==> src/rtl/console_writer_if.sv <==
// Character stream in, VRAM write port and cursor out, for the console VRAM writer.
// The writer takes the slave side; the character source / VRAM side takes master.
interface console_writer_if;
    logic [7:0]  char_i;
    logic        char_valid;
    logic        char_ready;
    logic        we_vram;
    logic [12:0] addr_vram;
    logic [7:0]  data_vram;
    logic [9:0]  cursor_x;
    logic [9:0]  cursor_y;

    modport master (
        output char_i, char_valid,
        input  char_ready, we_vram, addr_vram, data_vram, cursor_x, cursor_y
    );

    modport slave (
        input  char_i, char_valid,
        output char_ready, we_vram, addr_vram, data_vram, cursor_x, cursor_y
    );
endinterface

==> src/rtl/console_writer.sv <==
// Text-console VRAM writer: cursor tracking, printable/control code handling, screen and line blanking.
// Latency: write strobe, address, data and cursor are registered, one cycle after the accept edge.
// Backpressure: char_ready is high only in IDLE; a held character waits through CLEAR/CLRLINE.
module console_writer #(
    parameter int size    = 16,
    parameter int screenW = 640 / size,
    parameter int screenH = 480 / size
) (
    input  logic             px_clk,
    input  logic             rst_n,
    console_writer_if.slave  bus
);

    localparam logic [9:0]  X_LAST    = 10'(screenW - 1);
    localparam logic [9:0]  Y_LAST    = 10'(screenH - 1);
    localparam logic [12:0] ROW_W     = 13'(screenW);
    localparam logic [12:0] LINE_LAST = 13'(screenW - 1);
    localparam logic [12:0] CELL_LAST = 13'(screenW * screenH - 1);

    localparam logic [7:0] CH_BLANK = 8'h20;
    localparam logic [7:0] CH_TILDE = 8'h7E;
    localparam logic [7:0] CH_LF    = 8'h0A;
    localparam logic [7:0] CH_CR    = 8'h0D;
    localparam logic [7:0] CH_BS    = 8'h08;
    localparam logic [7:0] CH_FF    = 8'h0C;

    typedef enum logic [1:0] {
        ST_IDLE,
        ST_CLEAR,
        ST_CLRLINE
    } state_t;

    state_t      state_q, state_d;
    logic [12:0] cnt_q, cnt_d;
    logic [9:0]  x_q, x_d;
    logic [9:0]  y_q, y_d;
    logic        we_q, we_d;
    logic [12:0] addr_q, addr_d;
    logic [7:0]  data_q, data_d;

    logic        ready;
    logic        accept;
    logic        printable;
    logic        row_adv;
    logic [12:0] row_base;
    logic [12:0] cell_addr;

    assign ready     = (state_q == ST_IDLE);
    assign accept    = bus.char_valid & ready;
    assign printable = (bus.char_i >= CH_BLANK) && (bus.char_i <= CH_TILDE);
    assign row_base  = {3'b000, y_q} * ROW_W;
    assign cell_addr = row_base + {3'b000, x_q};

    assign bus.char_ready = ready;
    assign bus.we_vram    = we_q;
    assign bus.addr_vram  = addr_q;
    assign bus.data_vram  = data_q;
    assign bus.cursor_x   = x_q;
    assign bus.cursor_y   = y_q;

    always_ff @(posedge px_clk or negedge rst_n) begin
        if (!rst_n) begin
            state_q <= ST_CLEAR;
            cnt_q   <= '0;
            x_q     <= '0;
            y_q     <= '0;
            we_q    <= 1'b0;
            addr_q  <= '0;
            data_q  <= '0;
        end else begin
            state_q <= state_d;
            cnt_q   <= cnt_d;
            x_q     <= x_d;
            y_q     <= y_d;
            we_q    <= we_d;
            addr_q  <= addr_d;
            data_q  <= data_d;
        end
    end

    always_comb begin
        state_d = state_q;
        cnt_d   = cnt_q;
        x_d     = x_q;
        y_d     = y_q;
        we_d    = 1'b0;
        addr_d  = addr_q;
        data_d  = data_q;
        row_adv = 1'b0;

        case (state_q)
            ST_IDLE: begin
                if (accept) begin
                    if (printable) begin
                        we_d   = 1'b1;
                        addr_d = cell_addr;
                        data_d = bus.char_i;
                        if (x_q == X_LAST) begin
                            x_d     = '0;
                            row_adv = 1'b1;
                        end else begin
                            x_d = x_q + 10'd1;
                        end
                    end else if (bus.char_i == CH_LF) begin
                        x_d     = '0;
                        row_adv = 1'b1;
                    end else if (bus.char_i == CH_CR) begin
                        x_d = '0;
                    end else if (bus.char_i == CH_BS) begin
                        if (x_q != '0) begin
                            x_d    = x_q - 10'd1;
                            we_d   = 1'b1;
                            addr_d = cell_addr - 13'd1;
                            data_d = CH_BLANK;
                        end
                    end else if (bus.char_i == CH_FF) begin
                        x_d     = '0;
                        y_d     = '0;
                        cnt_d   = '0;
                        state_d = ST_CLEAR;
                    end
                end
            end

            ST_CLEAR: begin
                we_d   = 1'b1;
                addr_d = cnt_q;
                data_d = CH_BLANK;
                if (cnt_q == CELL_LAST) begin
                    cnt_d   = '0;
                    state_d = ST_IDLE;
                end else begin
                    cnt_d = cnt_q + 13'd1;
                end
            end

            ST_CLRLINE: begin
                we_d   = 1'b1;
                addr_d = row_base + cnt_q;
                data_d = CH_BLANK;
                if (cnt_q == LINE_LAST) begin
                    cnt_d   = '0;
                    state_d = ST_IDLE;
                end else begin
                    cnt_d = cnt_q + 13'd1;
                end
            end

            default: begin
                cnt_d   = '0;
                state_d = ST_CLEAR;
            end
        endcase

        // No scrolling: falling off the bottom wraps to row 0 and blanks it.
        if (row_adv) begin
            if (y_q < Y_LAST) begin
                y_d = y_q + 10'd1;
            end else begin
                y_d     = '0;
                cnt_d   = '0;
                state_d = ST_CLRLINE;
            end
        end
    end

endmodule

==> src/flat_wrapper.sv <==
// flat-port wrapper written by rule: the top's interface ports become plain ports
module console_writer_flat 
#(
    parameter int size    = 16,
    parameter int screenW = 640 / size,
    parameter int screenH = 480 / size
)
  (px_clk, rst_n, bus_char_i, bus_char_valid, bus_char_ready, bus_we_vram, bus_addr_vram, bus_data_vram, bus_cursor_x, bus_cursor_y);
  console_writer_if bus_i ();
  input  logic px_clk;
  input  logic rst_n;
  input wire logic [$bits(bus_i.char_i)-1:0] bus_char_i;
  input wire logic [$bits(bus_i.char_valid)-1:0] bus_char_valid;
  output wire logic [$bits(bus_i.char_ready)-1:0] bus_char_ready;
  output wire logic [$bits(bus_i.we_vram)-1:0] bus_we_vram;
  output wire logic [$bits(bus_i.addr_vram)-1:0] bus_addr_vram;
  output wire logic [$bits(bus_i.data_vram)-1:0] bus_data_vram;
  output wire logic [$bits(bus_i.cursor_x)-1:0] bus_cursor_x;
  output wire logic [$bits(bus_i.cursor_y)-1:0] bus_cursor_y;
  assign bus_i.char_i = bus_char_i;
  assign bus_i.char_valid = bus_char_valid;
  assign bus_char_ready = bus_i.char_ready;
  assign bus_we_vram = bus_i.we_vram;
  assign bus_addr_vram = bus_i.addr_vram;
  assign bus_data_vram = bus_i.data_vram;
  assign bus_cursor_x = bus_i.cursor_x;
  assign bus_cursor_y = bus_i.cursor_y;
  console_writer #(.size(size), .screenW(screenW), .screenH(screenH)) u_core (.px_clk(px_clk), .rst_n(rst_n), .bus(bus_i));
endmodule
==> config.mk <==
export PLATFORM = sky130hd
export DESIGN_NAME = console_writer_flat
export DESIGN_NICKNAME = d
export VERILOG_FILES = /design/src/rtl/console_writer_if.sv /design/src/rtl/console_writer.sv /design/src/flat_wrapper.sv
export SDC_FILE = /design/constraint.sdc
export NUM_CORES = 1
export LEC_CHECK = 0
export BUFFER_PORTS_ARGS = -buffer_cell sky130_fd_sc_hd__buf_2
export CAP_MARGIN = 20
export CORE_MARGIN = 1
export CORE_UTILIZATION = 45
export CTS_BUF_LIST = sky130_fd_sc_hd__clkbuf_8 sky130_fd_sc_hd__clkbuf_16
export DETAILED_ROUTE_END_ITERATION = 10
export PLACE_DENSITY_LB_ADDON = 0.3
export SETUP_SLACK_MARGIN = 0.15
export SYNTH_ARGS = -nofsm -noshare
export SYNTH_HDL_FRONTEND = slang
export SYNTH_SLANG_ARGS = --single-unit
export TNS_END_PERCENT = 100
==> constraint.sdc <==
create_clock -name px_clk -period 10 [get_ports px_clk]
set_input_delay 3 -clock px_clk [delete_from_list [all_inputs] [get_ports px_clk]]
set_output_delay 3 -clock px_clk [all_outputs]
set_load 0.01 [all_outputs]
## Yosys cells after proc, flatten, opt, wreduce, memory -nomap -nowiden

Cells that the tools add are included.

- Word-level logic and storage cells: 115
- Input port bits: 11
- Output and inout bits: 43
- Flip-flop bits (word level): 57

- Equal/unequal tests: 19
- Add/sub/neg operators: 7
- Bitwise operators: 1
- $mul: 1
- Multiplexer cells: 63
- Reductions and logical operators: 14
- Magnitude comparators: 3

Operators with widths:

| cell | number |
|---|---|
| 2-to-1 mux 13 bit | 16 |
| 2-to-1 mux 10 bit | 15 |
| one-hot mux 13 bit (3 select lines) | 2 |
| 2-to-1 mux 8 bit | 6 |
| equality test 8 x 4 -> 1 bit (second input constant) | 4 |
| adder 10 x 1 -> 10 bit (second input constant) | 2 |
| 2-to-1 mux 2 bit | 10 |
| one-hot mux 8 bit (2 select lines) | 1 |
| adder 13 x 1 -> 13 bit (second input constant) | 1 |
| adder 13 x 10 -> 13 bit | 1 |
| adder 13 bit | 1 |
| equality test 13 x 11 -> 1 bit (second input constant) | 1 |
| equality test 13 x 6 -> 1 bit (second input constant) | 1 |
| subtractor 13 x 1 -> 13 bit (second input constant) | 1 |
| inequality test 3 bit (second input constant) | 4 |
| AND reduction 6 bit | 2 |
| 2-to-1 mux 1 bit | 11 |
| equality test 10 x 6 -> 1 bit (second input constant) | 1 |
| less-than comparator 10 x 5 -> 1 bit (second input constant) | 1 |
| multiplier 10 x 3 -> 10 bit (second input constant) | 1 |
| nonzero test 10 bit | 1 |
| subtractor 10 x 1 -> 10 bit (second input constant) | 1 |
| greater-or-equal comparator 8 x 6 -> 1 bit (second input constant) | 1 |
| less-or-equal comparator 8 x 7 -> 1 bit (second input constant) | 1 |
| other kinds (16) | 22 |

## Logic depth before layout (Yosys ltp)

- Word-level depth: 10
- Gate-level depth with buffers: 15
- Mapped depth without buffers: 15

## Worst setup path before layout

No wires, ideal clock.

- Path kind: in2reg
- Start: input bus_char_i[6]
- End: register u_core.y_q[9] (netlist: u_core.bus.cursor_y[9])
- Data required time: 9.928 ns
- Library setup time: 0.072 ns
- Path slack: 5.031 ns
- Buffers on the path: 0
- Stages on the path: 8
- Arrival: 4.897 ns
- Path through: or3_4 or3_4 o31a_1 o31a_1 nor3b_2 and4_1 a31oi_1 nor2_1

- Word-level cells in the longest chain between the ends: 7

Ends and longest elaborated chain:

| item | RTL line | RTL |
|---|---|---|
| start, declared | flat_wrapper.sv:12 | `input wire logic [$bits(bus_i.char_i)-1:0] bus_char_i;` |
| greater-or-equal comparator 8 x 6 -> 1 bit (tied with other cells) | console_writer.sv:50 | `assign printable = (bus.char_i >= CH_BLANK) && (bus.char_i <= CH_TILDE);` |
| logical AND 1 bit / 2-to-1 mux 1 bit (equally long branches) | console_writer.sv:50, console_writer.sv:104 |  |
| 2-to-1 mux 1 bit | console_writer.sv:94 | `if (printable) begin` |
| 2-to-1 mux 1 bit | console_writer.sv:93 | `if (accept) begin` |
| 2-to-1 mux 1 bit | console_writer.sv:91 | `case (state_q)` |
| inequality test 2 bit (no line) (tied with other cells) | -- |  |
| AND reduction 7 bit (no line) | -- |  |
| end signal, assigned | console_writer.sv:74 | `y_q <= y_d;` |
| end, declared | console_writer.sv:36 | `logic [9:0] y_q, y_d;` |

Several ways; a longest one is shown, not always the timed one.
A chain may end at the register's enable or synchronous reset.

## Worst setup path in the final report

- Start: input bus_char_i[6]
- End: register u_core.addr_q[11] (netlist: u_core.bus.addr_vram[11])

- Word-level cells in the longest chain between the ends: 5

Ends and longest elaborated chain:

| item | RTL line | RTL |
|---|---|---|
| greater-or-equal comparator 8 x 6 -> 1 bit / less-or-equal comparator 8 x 7 -> 1 bit (equally long branches) | console_writer.sv:50 |  |
| logical AND 1 bit | console_writer.sv:50 |  |
| 2-to-1 mux 13 bit | console_writer.sv:94 |  |
| 2-to-1 mux 13 bit | console_writer.sv:93 |  |
| one-hot mux 13 bit (3 select lines) | console_writer.sv:91 |  |
| end signal, assigned | console_writer.sv:76 | `addr_q <= addr_d;` |
| end, declared | console_writer.sv:38 | `logic [12:0] addr_q, addr_d;` |

Several ways; a longest one is shown, not always the timed one. The select of a mux whose other input is x is not followed.

==> impl_metrics.tcl <==
set metrics [dict create \
    hold_slack_ns 0.472 \
    avgSynthCellArea_um2 8.23 \
    num_antenna_cells 0 \
    seqPwrFrac 0.493 \
    ys_types 59 \
    peakVddDrop_mv 0.0651 \
    synthesis.area_um2 4560 \
    status "completed" \
    maxCapViolations 0 \
    holdCritPathClass "register to register" \
    endpoint_kind "register" \
    drtIter0Drc 256 \
    fp-row-count 36 \
    critical_path_arrival_ns 5.50 \
    async_flop_share 1.00 \
    vias_per_cell 5.87 \
    cts_resized 0 \
    ys_seq_area_frac 0.313 \
    cpMaxStageDelayCell "a21o_1" \
    rsz0062_at_grt "false" \
    clk_path_buf_depth 2 \
    h-tree-depth 3 \
    routed_wl_mm 11.6 \
    firstDrtPassIters 5 \
    crit_type "primary input to register" \
    cts.clk_slew.worst_paths_ns 0.08 \
    fin_util 0.523 \
    period_needed_ns 5.28 \
    synth_edf_count 0 \
    synth_nets 608 \
    worstPathCellList "buf_2 -> or3_4 -> or3_4 -> o41ai_1 -> nand2_1 -> a21o_1 -> o41ai_1 -> nor3_1" \
    yosys_warnings 0 \
    power_mw 0.467 \
    track_usage 0.233 \
    grt_overflow 0 \
    synth-main-ff-cell "dfrtp_1" \
    skew_ns 0.0144 \
    die_h_um 103 \
    cp.required_ns 10.22 \
    dp_hpwl_mm 8.65 \
    timing.slew.headroom 0.349 \
    path_max_fanout 34 \
    layout-drive-gt1-share 0.136 \
    setup_violations 0 \
    core_area_um2 9770 \
    final_nets 650 \
    root_buffer "clkbuf_8" \
    placed_cell_area_um2 4910 \
    power_density_nw_per_um2 91.5 \
    area_growth_pct 12.1 \
    cts_tree "yes" \
    grt_pass1_wl_mm 18.9 \
    die_x_um 103 \
    cts.sinks 57 \
    ctsHoldBuffers 0 \
    design_area_um2 5110 \
    vias 4305 \
    cts_buffers 9 \
    antenna_left 0 \
    pwr-share-comb 0.036 \
    hold_viol 0 \
    clockPowerShare 0.471 \
    p_sw_frac 0.240 \
    p_leak_nw 2.55 \
    antenna_found_initial 0 \
    place_congestion 0.856 \
    clock.fmax_mhz 189 \
    grt_max_degree 58 \
    synth_seq_cells 57 \
    critPathMaxStageDelay_ns 0.51 \
    drc_errors 0 \
    tightest_slew_ns 0.977 \
    wl_per_cell_um 15.9 \
    switchingPower_mw 0.112 \
    grt_pass1_vias 3933 \
    ios 54 \
    cp-start-kind "primary input" \
    drv_slew 0 \
    fin_crit_sh 0.528 \
    cts_setup_buffers 0 \
    setup_tns_ns 0 \
    synthCells 554 \
    dieArea_um2 10500 \
    internal-power_mw 0.355 \
    numPortBuffers 53 \
    clk_latency_ns 0.35 \
    start_util 0.466 \
]
per-layer routing:
metal / vias to the layer above / global-route usage / wire length (um)
met1: 2052 / 0.310 / 5230
met5: - / 0 / 0
met2: 129 / 0.389 / 5580
met3: 13 / 0.0312 / 638
li1: 2111 / - / -
met4: 0 / 0.0813 / 189
through the flow:
step	std cells	setup slack, ns
after floorplan	554	5.03
after global placement	718	4.44
after detailed placement	718	4.41
after CTS	734	4.75
after global routing	734	4.38
final	734	4.72
critical path, delay by kind of cell:
family | cells | cell delay, ns
simple gates | 4 | 1.00
compound gates | 3 | 1.37
buf+inv | 1 | 0.12
power groups by stage:
| stage | logic (mW) | clock network, mW | registers, mW |
|---|---|---|---|
| floorplan | 0.00742 | 0 | 0.235 |
| global placement | 0.0167 | 0 | 0.235 |
| detailed placement | 0.0172 | 0 | 0.235 |
| CTS | 0.0172 | 0.224 | 0.230 |
| global route | 0.0194 | 0.234 | 0.230 |
| finish | 0.0169 | 0.220 | 0.230 |
sequential cells by signal, summed over array words and instances (netlist names):
register	cells
u_core.cnt_q	13
u_core.bus.we_vram	1
u_core.bus.addr_vram	13
u_core.state_q	2
u_core.bus.data_vram	8
u_core.bus.cursor_x	10
u_core.bus.cursor_y	10
placed cells by master, fill, tap and decap left out, types with 4 or more instances in the layout:
cell      instances
nand2_1          62
o21ai_0          56
dfrtp_1          56
buf_2            53
nor2_1           48
ha_1             40
a21oi_1          33
nand3_1          23
inv_1            21
xnor2_1          16
nor3b_1          14
a22oi_1          14
and3_1           13
nor3_1           13
xor2_1           11
clkbuf_8         10
o31ai_1           8
nand2b_1          7
a31oi_1           7
a21o_1            6
o211ai_1          6
a211oi_1          5
and2_1            5
o41ai_1           5
o22ai_1           5
or3_1             4
o31a_1            4
nor2b_1           4
cell type report:
cell class,instances,area [um^2]
clock buffer,10,138
sequential,57,1430
clock inverter,6,58.8
tap,133,166
multi-input combinational,453,2960
fill,954,4670
timing repair buffer,55,280
inverter,20,75.1
path summary, 6_finish.rpt:
check,startpoint,endpoint,slack [ns],cells past startpoint
max,bus_char_i[6],u_core.bus.addr_vram[11],4.72,8
min,u_core.bus.data_vram[1],u_core.bus.data_vram[1],0.47,2
max reg2reg,u_core.bus.cursor_y[1],u_core.bus.addr_vram[11],5.91,13
min reg2reg,u_core.bus.data_vram[1],u_core.bus.data_vram[1],0.47,2
max in group asynchronous,rst_n,u_core.bus.cursor_y[9],6.71,2
min in group asynchronous,rst_n,u_core.bus.data_vram[7],2.77,2
cell families after synthesis:
| group | count (synthesis) | synth area share |
|---|---|---|
| and+or+nand+nor | 209 | 0.228 |
| AOI/OAI and AO/OA | 171 | 0.238 |
| DFF | 57 | 0.313 |
| buffers and inverters | 44 | 0.0365 |
| adders and majority gates | 43 | 0.123 |
| xor gates and xnor gates | 28 | 0.0568 |
| muxes | 2 | 0.00467 |
synth_stat cells (13+ instances only):
cell type  count  area (um^2)
a22oi_1       14          105
clkbuf_1      23         86.3
dfrtp_1       56         1400
nor2_1        48          180
inv_1         20         75.1
nor3b_1       14          105
o21ai_0       56          280
nand3_1       23          115
and3_1        13         81.3
a21oi_1       33          165
nand2_1       62          233
nor3_1        13         65.1
ha_1          40          500
xnor2_1       16          140
Note: power is estimated with default switching activity, not from simulation.
